[config.mk]
export PLATFORM = sky130hd
export DESIGN_NAME = mcycle_ctrl_flat
export DESIGN_NICKNAME = d
export VERILOG_FILES = /design/src/rtl/mcycle_ctrl_if.sv /design/src/rtl/mcycle_ctrl.sv /design/src/flat_wrapper.sv
export SDC_FILE = /design/constraint.sdc
export NUM_CORES = 1
export LEC_CHECK = 0
export ABC_AREA = 1
export CAP_MARGIN = 40
export CORE_MARGIN = 2
export CORE_UTILIZATION = 35
export CTS_BUF_LIST = sky130_fd_sc_hd__clkbuf_2 sky130_fd_sc_hd__clkbuf_4 sky130_fd_sc_hd__clkbuf_8
export CTS_CLUSTER_SIZE = 8
export DETAILED_ROUTE_END_ITERATION = 10
export GPL_TIMING_DRIVEN = 0
export HOLD_SLACK_MARGIN = 0.08
export PLACE_DENSITY = 0.78
export REMOVE_ABC_BUFFERS = 1
export SLEW_MARGIN = 10
export SYNTH_ARGS = -nofsm -noshare
export SYNTH_HDL_FRONTEND = slang
export SYNTH_SLANG_ARGS = --single-unit
[constraint.sdc]
create_clock -name clock -period 2.2 [get_ports clock]
set_input_delay 0.33 -clock clock [delete_from_list [all_inputs] [get_ports clock]]
set_output_delay 0.33 -clock clock [all_outputs]
set_load 0.1 [all_outputs]
[src/rtl/mcycle_ctrl_if.sv]
// ---------------------------------------------------------------------------
// mcycle_ctrl_if
//
// Groups the signals between the multi-cycle sequencer and its environment.
// The environment is the decode stage, the three execute units and the
// writeback path.
//
//   issue side : issue_valid, division, multiplication, bmcycle, waddr, flush
//   unit side  : div/mul/clm _ready and _result in; div/mul/clm _enable and
//                kill out
//   status     : stall, busy, error
//   writeback  : wb_valid, wb_waddr, wb_data
//
// Modports:
//   slave  - the sequencer (mcycle_ctrl)
//   master - the surrounding pipeline / units (or a testbench)
// ---------------------------------------------------------------------------
interface mcycle_ctrl_if;
    logic        issue_valid;
    logic        division;
    logic        multiplication;
    logic        bmcycle;
    logic [4:0]  waddr;
    logic        flush;

    logic        div_ready;
    logic        mul_ready;
    logic        clm_ready;
    logic [31:0] div_result;
    logic [31:0] mul_result;
    logic [31:0] clm_result;

    logic        div_enable;
    logic        mul_enable;
    logic        clm_enable;
    logic        kill;
    logic        stall;
    logic        busy;
    logic        wb_valid;
    logic [4:0]  wb_waddr;
    logic [31:0] wb_data;
    logic        error;

    modport slave (
        input  issue_valid, division, multiplication, bmcycle, waddr, flush,
        input  div_ready, mul_ready, clm_ready,
        input  div_result, mul_result, clm_result,
        output div_enable, mul_enable, clm_enable, kill,
        output stall, busy, wb_valid, wb_waddr, wb_data, error
    );

    modport master (
        output issue_valid, division, multiplication, bmcycle, waddr, flush,
        output div_ready, mul_ready, clm_ready,
        output div_result, mul_result, clm_result,
        input  div_enable, mul_enable, clm_enable, kill,
        input  stall, busy, wb_valid, wb_waddr, wb_data, error
    );
endinterface

[src/rtl/mcycle_ctrl.sv]
// ---------------------------------------------------------------------------
// mcycle_ctrl
//
// Execute-stage sequencer for the multi-cycle units: divider, multiplier and
// carry-less multiplier (bmcycle). It starts one unit per accepted
// instruction, stalls the pipeline until that unit reports ready, then
// presents the result as a one-cycle writeback. A flush discards in-flight
// work and pulses kill to the units.
//
// Ports:
//   clock  - rising-edge clock
//   reset  - asynchronous active-low reset
//   bus    - mcycle_ctrl_if.slave (issue, unit handshake, writeback, status)
//
// Parameters:
//   MAX_CYCLES - watchdog limit in BUSY cycles (used only with the macro)
//
// Optional feature:
//   MCYCLE_TIMEOUT_EN - when defined, a BUSY-cycle counter aborts an op
//   whose unit never answers. The abort raises error and kill for one cycle.
//   When undefined, error is tied low and BUSY waits indefinitely.
// ---------------------------------------------------------------------------
module mcycle_ctrl #(
    parameter int MAX_CYCLES = 40
) (
    input  logic         clock,
    input  logic         reset,
    mcycle_ctrl_if.slave bus
);

    localparam logic [1:0] IDLE = 2'd0;
    localparam logic [1:0] BUSY = 2'd1;
    localparam logic [1:0] DONE = 2'd2;

    localparam logic [1:0] SEL_DIV = 2'd0;
    localparam logic [1:0] SEL_MUL = 2'd1;
    localparam logic [1:0] SEL_CLM = 2'd2;

    logic [1:0]  state;
    logic [1:0]  state_next;
    logic [1:0]  sel;
    logic [1:0]  sel_next;
    logic [4:0]  waddr_q;
    logic [4:0]  wb_waddr_q;
    logic [31:0] wb_data_q;

    logic        any_op;
    logic        accept;
    logic        sel_ready;
    logic [31:0] sel_result;
    logic        limit_hit;

    // -----------------------------------------------------------------------
    // Accept and unit select
    // -----------------------------------------------------------------------
    assign any_op = bus.division | bus.multiplication | bus.bmcycle;

    // Gating with reset keeps the combinational start pulse low while reset is
    // held, even if decode keeps presenting an instruction.
    assign accept = reset && (state == IDLE) && bus.issue_valid && any_op
                    && !bus.flush;

    // Division has priority over multiplication, and multiplication over bmcycle.
    always_comb begin
        // NOTE: every variable written in always_comb gets a default first,
        // so no path can leave it unassigned and infer a latch.
        sel_next = SEL_CLM;
        if (bus.division)
            sel_next = SEL_DIV;
        else if (bus.multiplication)
            sel_next = SEL_MUL;
    end

    // Only the unit that was started is listened to. Ready pulses from the
    // other units are stale or foreign and are ignored.
    always_comb begin
        sel_ready  = 1'b0;
        sel_result = '0;
        case (sel)
            SEL_DIV: begin
                sel_ready  = bus.div_ready;
                sel_result = bus.div_result;
            end
            SEL_MUL: begin
                sel_ready  = bus.mul_ready;
                sel_result = bus.mul_result;
            end
            SEL_CLM: begin
                sel_ready  = bus.clm_ready;
                sel_result = bus.clm_result;
            end
            default: begin
                sel_ready  = 1'b0;
                sel_result = '0;
            end
        endcase
    end

    // -----------------------------------------------------------------------
    // Watchdog
    // -----------------------------------------------------------------------
`ifdef MCYCLE_TIMEOUT_EN
    localparam int CW = $clog2(MAX_CYCLES + 1);
    localparam logic [CW-1:0] LAST_BUSY = CW'(MAX_CYCLES - 1);

    logic [CW-1:0] count;

    // count holds the number of BUSY cycles already completed. The limit is
    // reached during the BUSY cycle whose increment would make it MAX_CYCLES.
    // A same-cycle ready or flush takes precedence over the timeout.
    assign limit_hit = (state == BUSY) && (count == LAST_BUSY) && !sel_ready
                       && !bus.flush;

    always_ff @(posedge clock or negedge reset) begin
        if (!reset)
            count <= '0;
        else if (accept)
            count <= '0;
        else if (state == BUSY && count != LAST_BUSY)
            count <= count + CW'(1);
    end
`else
    assign limit_hit = 1'b0;
`endif

    // -----------------------------------------------------------------------
    // Next-state logic
    // -----------------------------------------------------------------------
    always_comb begin
        state_next = state;
        case (state)
            IDLE: begin
                if (accept)
                    state_next = BUSY;
            end
            BUSY: begin
                if (bus.flush || limit_hit)
                    state_next = IDLE;
                else if (sel_ready)
                    state_next = DONE;
            end
            // The completing instruction retires this cycle. It is still on
            // issue_valid, so nothing is accepted until the state is back in IDLE.
            DONE:    state_next = IDLE;
            default: state_next = IDLE;
        endcase
    end

    // -----------------------------------------------------------------------
    // State and datapath registers
    // -----------------------------------------------------------------------
    always_ff @(posedge clock or negedge reset) begin
        // NOTE: sequential state uses non-blocking assignments only, so every
        // register samples the pre-edge values regardless of statement order.
        if (!reset) begin
            state      <= IDLE;
            sel        <= SEL_DIV;
            waddr_q    <= '0;
            wb_waddr_q <= '0;
            wb_data_q  <= '0;
        end else begin
            state <= state_next;
            if (accept) begin
                sel     <= sel_next;
                waddr_q <= bus.waddr;
            end
            // Capture on completion only. Between writebacks the values hold.
            if (state == BUSY && sel_ready && !bus.flush && !limit_hit) begin
                wb_data_q  <= sel_result;
                wb_waddr_q <= waddr_q;
            end
        end
    end

    // -----------------------------------------------------------------------
    // Outputs
    // -----------------------------------------------------------------------
    assign bus.div_enable = accept && (sel_next == SEL_DIV);
    assign bus.mul_enable = accept && (sel_next == SEL_MUL);
    assign bus.clm_enable = accept && (sel_next == SEL_CLM);

    assign bus.kill     = (state == BUSY) && (bus.flush || limit_hit);
    assign bus.error    = limit_hit;
    assign bus.stall    = accept || (state == BUSY);
    assign bus.busy     = (state != IDLE);
    assign bus.wb_valid = (state == DONE) && !bus.flush;
    assign bus.wb_waddr = wb_waddr_q;
    assign bus.wb_data  = wb_data_q;

endmodule

[src/flat_wrapper.sv]
// flat-port wrapper written by rule: the top's interface ports become plain ports
module mcycle_ctrl_flat 
#(
    parameter int MAX_CYCLES = 40
)
  (clock, reset, bus_issue_valid, bus_division, bus_multiplication, bus_bmcycle, bus_waddr, bus_flush, bus_div_ready, bus_mul_ready, bus_clm_ready, bus_div_result, bus_mul_result, bus_clm_result, bus_div_enable, bus_mul_enable, bus_clm_enable, bus_kill, bus_stall, bus_busy, bus_wb_valid, bus_wb_waddr, bus_wb_data, bus_error);
  mcycle_ctrl_if bus_i ();
  input  logic clock;
  input  logic reset;
  input wire logic [$bits(bus_i.issue_valid)-1:0] bus_issue_valid;
  input wire logic [$bits(bus_i.division)-1:0] bus_division;
  input wire logic [$bits(bus_i.multiplication)-1:0] bus_multiplication;
  input wire logic [$bits(bus_i.bmcycle)-1:0] bus_bmcycle;
  input wire logic [$bits(bus_i.waddr)-1:0] bus_waddr;
  input wire logic [$bits(bus_i.flush)-1:0] bus_flush;
  input wire logic [$bits(bus_i.div_ready)-1:0] bus_div_ready;
  input wire logic [$bits(bus_i.mul_ready)-1:0] bus_mul_ready;
  input wire logic [$bits(bus_i.clm_ready)-1:0] bus_clm_ready;
  input wire logic [$bits(bus_i.div_result)-1:0] bus_div_result;
  input wire logic [$bits(bus_i.mul_result)-1:0] bus_mul_result;
  input wire logic [$bits(bus_i.clm_result)-1:0] bus_clm_result;
  output wire logic [$bits(bus_i.div_enable)-1:0] bus_div_enable;
  output wire logic [$bits(bus_i.mul_enable)-1:0] bus_mul_enable;
  output wire logic [$bits(bus_i.clm_enable)-1:0] bus_clm_enable;
  output wire logic [$bits(bus_i.kill)-1:0] bus_kill;
  output wire logic [$bits(bus_i.stall)-1:0] bus_stall;
  output wire logic [$bits(bus_i.busy)-1:0] bus_busy;
  output wire logic [$bits(bus_i.wb_valid)-1:0] bus_wb_valid;
  output wire logic [$bits(bus_i.wb_waddr)-1:0] bus_wb_waddr;
  output wire logic [$bits(bus_i.wb_data)-1:0] bus_wb_data;
  output wire logic [$bits(bus_i.error)-1:0] bus_error;
  assign bus_i.issue_valid = bus_issue_valid;
  assign bus_i.division = bus_division;
  assign bus_i.multiplication = bus_multiplication;
  assign bus_i.bmcycle = bus_bmcycle;
  assign bus_i.waddr = bus_waddr;
  assign bus_i.flush = bus_flush;
  assign bus_i.div_ready = bus_div_ready;
  assign bus_i.mul_ready = bus_mul_ready;
  assign bus_i.clm_ready = bus_clm_ready;
  assign bus_i.div_result = bus_div_result;
  assign bus_i.mul_result = bus_mul_result;
  assign bus_i.clm_result = bus_clm_result;
  assign bus_div_enable = bus_i.div_enable;
  assign bus_mul_enable = bus_i.mul_enable;
  assign bus_clm_enable = bus_i.clm_enable;
  assign bus_kill = bus_i.kill;
  assign bus_stall = bus_i.stall;
  assign bus_busy = bus_i.busy;
  assign bus_wb_valid = bus_i.wb_valid;
  assign bus_wb_waddr = bus_i.wb_waddr;
  assign bus_wb_data = bus_i.wb_data;
  assign bus_error = bus_i.error;
  mcycle_ctrl #(.MAX_CYCLES(MAX_CYCLES)) u_core (.clock(clock), .reset(reset), .bus(bus_i));
endmodule
==> results.json, run 1 <==
{
  "status": "completed",
  "finClkSkew_ps": 7.662,
  "rsz0062_at_grt": "no",
  "r2r_cells": 7,
  "grt_max_degree": 39,
  "routed_via_density": 5.111,
  "clk_latency_ps": 300,
  "post-place-cells": 636,
  "grt_pass1_wl_um": 16520,
  "power.total_mw": 7.849,
  "final_cells": 646,
  "fin_util_pct": 72.37,
  "fmax_mhz": 475.7,
  "ys_ff_latch": 46,
  "initial_core_util_pct": 36.20,
  "netlist-cell-type-count": 16,
  "slew_headroom_pct": 60.74,
  "avgRoutedWirePerCell_um": 15.92,
  "gp_congestion": 0.7519,
  "die_w_um": 90.85,
  "place_hpwl_um": 7040,
  "finalHoldViolCount": 0,
  "clkSinkCount": 46,
  "drv_cap": 0,
  "cts_tree": "yes",
  "dp_slack_ps": -955.0,
  "die_height_um": 90.85,
  "overflow": 0,
  "setup_viol": 0,
  "grt_pass1_vias": 3350,
  "first_pass_iters": 4,
  "synthSimpleGateAreaFrac_pct": 47.49,
  "p_leak_nw": 2.415,
  "syn_to_final_growth_pct": 99.91,
  "wl_um": 10280,
  "ir_drop_mv": 0.8672,
  "track_usage_pct": 25.00,
  "clk_pin_slew_ps": 90,
  "worstPathRequired_ps": 1870,
  "io_pins": 156,
  "fin_ws_ps": 97.77,
  "postRouteAntennaNets": 0,
  "drt_drc_violations_left": 0,
  "core_area_um2": 7292,
  "root_buffer": "clkbuf_8",
  "htree_levels": 2,
  "synth_compound_area_share_pct": 0.5687,
  "vias": 3302,
  "power.density_nw_per_um2": 1487,
  "rows": 31,
  "yosysWarnings": 0,
  "hp-class": "input port to asynchronous set/reset pin",
  "clk_path_buf_depth": 2,
  "die_area_um2": 8254,
  "critPathArrivalTime_ps": 1770,
  "drtIter0Drc": 151,
  "r2r-end": "u_core.bus.wb_data[7]",
  "synth_fa_ha_area_share_pct": 0,
  "fin_tns_setup_ps": 0,
  "io_buffers": 154,
  "min_period_over_period_pct": 95.56,
  "tightest_slew_ps": 587.5,
  "critPathLaunchType": "input port",
  "netlist_area_um2": 2640,
  "diodes": 0,
  "crit_type": "input port to output pin",
  "synth_top_family_by_area": "simple AND/OR/NAND/NOR gates",
  "worst-r2r-setup-slack_ps": 110,
  "period_needed_ps": 2102,
  "drive_gt1_share_pct": 14.08,
  "critPathCaptureType": "output pin",
  "synthMuxAreaShare_pct": 0,
  "crit_fanout": 14,
  "synth_area_per_cell_um2": 7.194,
  "synthCells": 367,
  "num-nets-final": 657,
  "cts_made_buffers": 5,
  "maxSlewViolCount": 0,
  "antenna_found_initial": 0,
  "synth-seq-area-share_pct": 43.60,
  "synth_xor_area_share_pct": 0,
  "rr_startpoint": "u_core.sel[0]"
}
==> sequential cells by signal, summed over array words and instances (netlist names) <==
register / flops
u_core.bus.wb_data: 32
u_core.sel: 2
u_core.state: 2
u_core.bus.wb_waddr: 5
u_core.waddr_q: 5
==> stage by stage <==
stage	instance area (um2)	hold WS, ps
after floorplan	2457	34.41
after global placement	4123	453.0
after detailed placement	5024	374.0
after CTS	5265	478.7
after global routing	5278	206.1
final	5278	153.1
==> worst max-delay path by stage <==
stage                          from               endpoint  slack [ps]
floorplan           u_core.state[0]         bus_clm_enable       -1160
global placement              reset         bus_clm_enable       -2650
detailed placement    u_core.sel[1]  u_core.bus.wb_data[7]        -950
CTS                       bus_flush               bus_kill         0.4
global route              bus_flush         bus_clm_enable           3
finish                    bus_flush         bus_clm_enable         100
==> area by class of cell <==
| cell class | count | area, um2 |
|---|---|---|
| clock buffers | 5 | 68.82 |
| multi-input cells | 282 | 1343 |
| flip-flops and latches | 46 | 1159 |
| repair buffers | 202 | 2471 |
| well taps | 99 | 123.9 |
| fillers | 571 | 2014 |
| inverters | 9 | 43.79 |
| clock inverters | 3 | 68.82 |
==> cell usage after synthesis <==
cell      instances  area, um2
o21ai_0           3      15.01
inv_1             7      26.28
nand3b_1          1      7.510
buf_4             7      52.55
nor2_1            6      22.52
inv_2             2      7.510
buf_6             2      22.52
nor2_8            1      20.02
nand3_2           3      30.03
clkbuf_1          2      7.510
buf_2            20      100.1
nor3_1            1      5.000
conb_1            1      3.750
dfrtp_1          46       1151
nand2_1         126      473.0
nand3_1         139      695.7
==> cell families (layout without fill, tap and decap cells) <==
logic type / Yosys count / count (layout)
AOI/OAI and AO/OA: 3 / 3
DFF: 46 / 46
and+or+nand+nor: 277 / 278
other: 1 / 1
buffers and inverters: 40 / 219
==> cell usage in the layout (no fill, tap or decap), types with 2 or more instances in the layout <==
cell	instances
buf_12	5
buf_16	15
buf_4	2
buf_8	29
bufinv_16	2
clkbuf_8	5
clkdlybuf4s50_1	148
dfrtp_1	44
dfrtp_4	2
inv_1	7
inv_6	2
nand2_1	124
nand3_1	139
nand3_2	2
nor2_2	2
nor2_4	4
o21ai_0	3
==> power breakdown <==
group | total [mW] | leakage [nW] | switching (mW) | internal, mW
Combinational | 5.66 | 1.76 | 3.50 | 2.16
Sequential | 1.44 | 0.589 | 0.244 | 1.20
Clock | 0.749 | 0.0683 | 0.294 | 0.455
==> timing repair <==
action | 4_1_cts | 5_1_grt
hold buffers | 2 | 0
endpoints found under the setup margin | 43 | 41
gates cloned | 1 | 0
gates resized for setup | 16 | 7
setup buffers | 4 | 0
pin swaps | 2 | 0
endpoints found under the hold margin | 24 | 0
==> worst max-delay path, cell delays in order <==
cell and delay, ps:
clkdlybuf4s50_1 480, inv_1 120, nand3_1 140, nor2_4 190
nand2_4 140, nor2_2 170, buf_12 190
==> layer usage <==
layer  track usage (%)  share of wire, %  vias up
li1                  -                 -     1578
met1             28.31                39     1555
met2             47.64                53      147
met3             4.174               5.4       22
met4             7.576               2.5        0
met5                 0                 0        -
Power figures use the tool's default switching activity.
==> run 2, diff against run 1 <==
--- a/config.mk
+++ b/config.mk
@@ -7,16 +7,18 @@
 export LEC_CHECK = 0
 export ABC_AREA = 1
 export CAP_MARGIN = 40
+export CELL_PAD_IN_SITES_DETAIL_PLACEMENT = 1
+export CELL_PAD_IN_SITES_GLOBAL_PLACEMENT = 2
 export CORE_MARGIN = 2
 export CORE_UTILIZATION = 35
 export CTS_BUF_LIST = sky130_fd_sc_hd__clkbuf_2 sky130_fd_sc_hd__clkbuf_4 sky130_fd_sc_hd__clkbuf_8
 export CTS_CLUSTER_SIZE = 8
 export DETAILED_ROUTE_END_ITERATION = 10
+export DONT_BUFFER_PORTS = 1
 export GPL_TIMING_DRIVEN = 0
 export HOLD_SLACK_MARGIN = 0.08
-export PLACE_DENSITY = 0.78
+export PLACE_DENSITY = 0.88
 export REMOVE_ABC_BUFFERS = 1
-export SLEW_MARGIN = 10
 export SYNTH_ARGS = -nofsm -noshare
 export SYNTH_HDL_FRONTEND = slang
 export SYNTH_SLANG_ARGS = --single-unit
==> run 2 against run 1 <==
Compared with the run above: critical path depth is 1 lower; largest cell class is now multi-input combinational cells; sequential power is 46% higher; via count is 18% lower; clock power is 30% lower; wire length is 6.2% lower; count of clock-buffer cells in the layout stayed put; final cell count is 23% lower; critical endpoint is now bus_mul_enable; final area is 26% lower; critical path type is now register to output pin.
==> results.json, run 2 (synthesis results as in run 1) <==
{
  "status": "completed",
  "fillerInstances": 852,
  "critPathTopFamily": "simple AND/OR/NAND/NOR gates",
  "min_period_over_period_pct": 95.16,
  "crit_top_cell": "nor2_2",
  "vias": 2716,
  "drive_gt1_share_pct": 19.60,
  "swShare_pct": 55.73,
  "crit_buf_inv": 2,
  "clk_pin_slew_ps": 100,
  "fmax_mhz": 477.7,
  "power.total_mw": 7.216,
  "clk_latency_ps": 300,
  "fin_tns_setup_ps": 0,
  "cts_tree": "yes",
  "max_stage_delay_ps": 370,
  "grt_max_degree": 47,
  "root_buffer": "clkbuf_8",
  "seqCellArea_um2": 1154,
  "clk_path_buf_depth": 2,
  "track_usage_pct": 22.89,
  "fin_ws_ps": 106.5,
  "worstHoldPathCells": 2,
  "rows": 31,
  "avgRoutedWirePerCell_um": 19.42,
  "die_w_um": 90.85,
  "cp_slowest_cell": "dfrtp_1",
  "tightest_slew_ps": 932.8,
  "crit_type": "register to output pin",
  "routed_via_density": 5.465,
  "io_buffers": 0,
  "overflow": 0,
  "io_pins": 156,
  "htree_levels": 2,
  "postRouteAntennaNets": 0,
  "rsz0062_at_grt": "no",
  "initial_core_util_pct": 36.20,
  "worstPathRequired_ps": 1870,
  "critPathCaptureType": "output pin",
  "dp_slack_ps": -835.1,
  "pwr-share-clk_pct": 7.3,
  "core_area_um2": 7292,
  "hp-class": "input port to register",
  "crit_fanout": 14,
  "die_height_um": 90.85,
  "syn_to_final_growth_pct": 48.82,
  "drt_drc_violations_left": 0,
  "first_pass_iters": 5,
  "slew_headroom_pct": 37.82,
  "p_leak_nw": 1.910,
  "maxSlewViolCount": 0,
  "largest_reg_flops": 32,
  "p_sw_mw": 4.021,
  "worst-path-stages": 6,
  "place_hpwl_um": 6557,
  "die_area_um2": 8254,
  "finClkSkew_ps": 11.71,
  "path_cells": "inv_1 > nand2_1 > nor2_2 > nand2_4 > nor2_2 > buf_8",
  "diodes": 0,
  "drv_cap": 0,
  "cts_made_buffers": 5,
  "multi_input_area_um2": 1331,
  "period_needed_ps": 2094,
  "combPwrFrac_pct": 63.6,
  "critPathLaunchType": "register",
  "critPathArrivalTime_ps": 1760,
  "grt_pass1_wl_um": 15070,
  "internal-power_mw": 3.194,
  "drtIter0Drc": 109,
  "clkSinkCount": 46,
  "wl_um": 9650,
  "p_seq_share_pct": 29.1,
  "finalHoldViolCount": 0,
  "antenna_found_initial": 0,
  "num-nets-final": 508,
  "grt_pass1_vias": 2977,
  "r2r_cells": 9,
  "mostFrequentLayoutCells": "nand3_1 (139), nand2_1 (124), dfrtp_1 (44)",
  "gp_congestion": 0.7313,
  "final_common_cell": "nand3_1",
  "ir_drop_mv": 0.6356,
  "hold_ws_ps": 165.8,
  "setup_viol": 0,
  "power.density_nw_per_um2": 1837
}
-- run 2: worst register-to-register path: stages, from the launching register on --
cell and delay [ps]:
dfrtp_2 520, buf_8 200, buf_16 170, inv_6 240
nand3_2 140, nand3_4 140, nand2_4 150, buf_16 210
nand2_1 90, nand2_1 80
-- run 2: final cells by class --
class	instances	share of cell area [%]
Sequential cell	46	29.36
Multi-Input combinational cell	282	33.89
Inverter	9	1.051
Clock inverter	3	0.5414
Timing Repair Buffer	53	30.25
Tap cell	99	3.153
Clock buffer	5	1.752
-- run 2: path summary, 6_finish.rpt --
path / startpoint / to / slack (ps)
min: bus_waddr[4] / u_core.waddr_q[4] / 170
min reg2reg: u_core.waddr_q[3] / u_core.waddr_q[3] / 490
min in group asynchronous: reset / u_core.bus.wb_data[12] / 540
max reg2reg: u_core.sel[1] / u_core.bus.wb_data[10] / 160
max in group asynchronous: reset / u_core.sel[0] / 1410
max: u_core.state[1] / bus_mul_enable / 110
-- run 2: power by group through the flow --
stage                     clock, mW  combinational (mW)  sequential [mW]
after floorplan                   0               0.614             3.79
after global placement            0               0.744             3.90
final                         0.524                4.59             2.10
after global routing          0.581                4.77             2.14
after detailed placement          0                3.90             2.40
after CTS                     0.547                3.99             2.39
-- run 2: routing by layer --
metal / track usage, % / wire length [um] / share of wire [%] / up-vias
li1: - / - / - / 1282
met1: 24.96 / 3757 / 39 / 1304
met2: 43.91 / 5124 / 53 / 118
met3: 5.426 / 608 / 6.3 / 12
met4: 6.187 / 159 / 1.6 / 0
met5: 0 / 0 / 0 / -
-- run 2: timing repair --
action / CTS / global route
hold endpoints to repair: 46 / 0
setup endpoints to repair: 43 / 5
gates cloned: 1 / 0
setup buffers: 2 / 5
hold buffers: 2 / 0
pin swaps: 2 / 1
gates resized for setup: 10 / 1
-- run 2: metrics by stage --
stage / instance area (um2) / instances / util, %
3_3_place_gp: 2581 / 435 / 35.40
5_1_grt: 3929 / 497 / 53.88
6_report: 3929 / 497 / 53.88
4_1_cts: 3749 / 487 / 51.41
2_1_floorplan: 2457 / 336 / -
3_5_place_dp: 3552 / 474 / 48.71
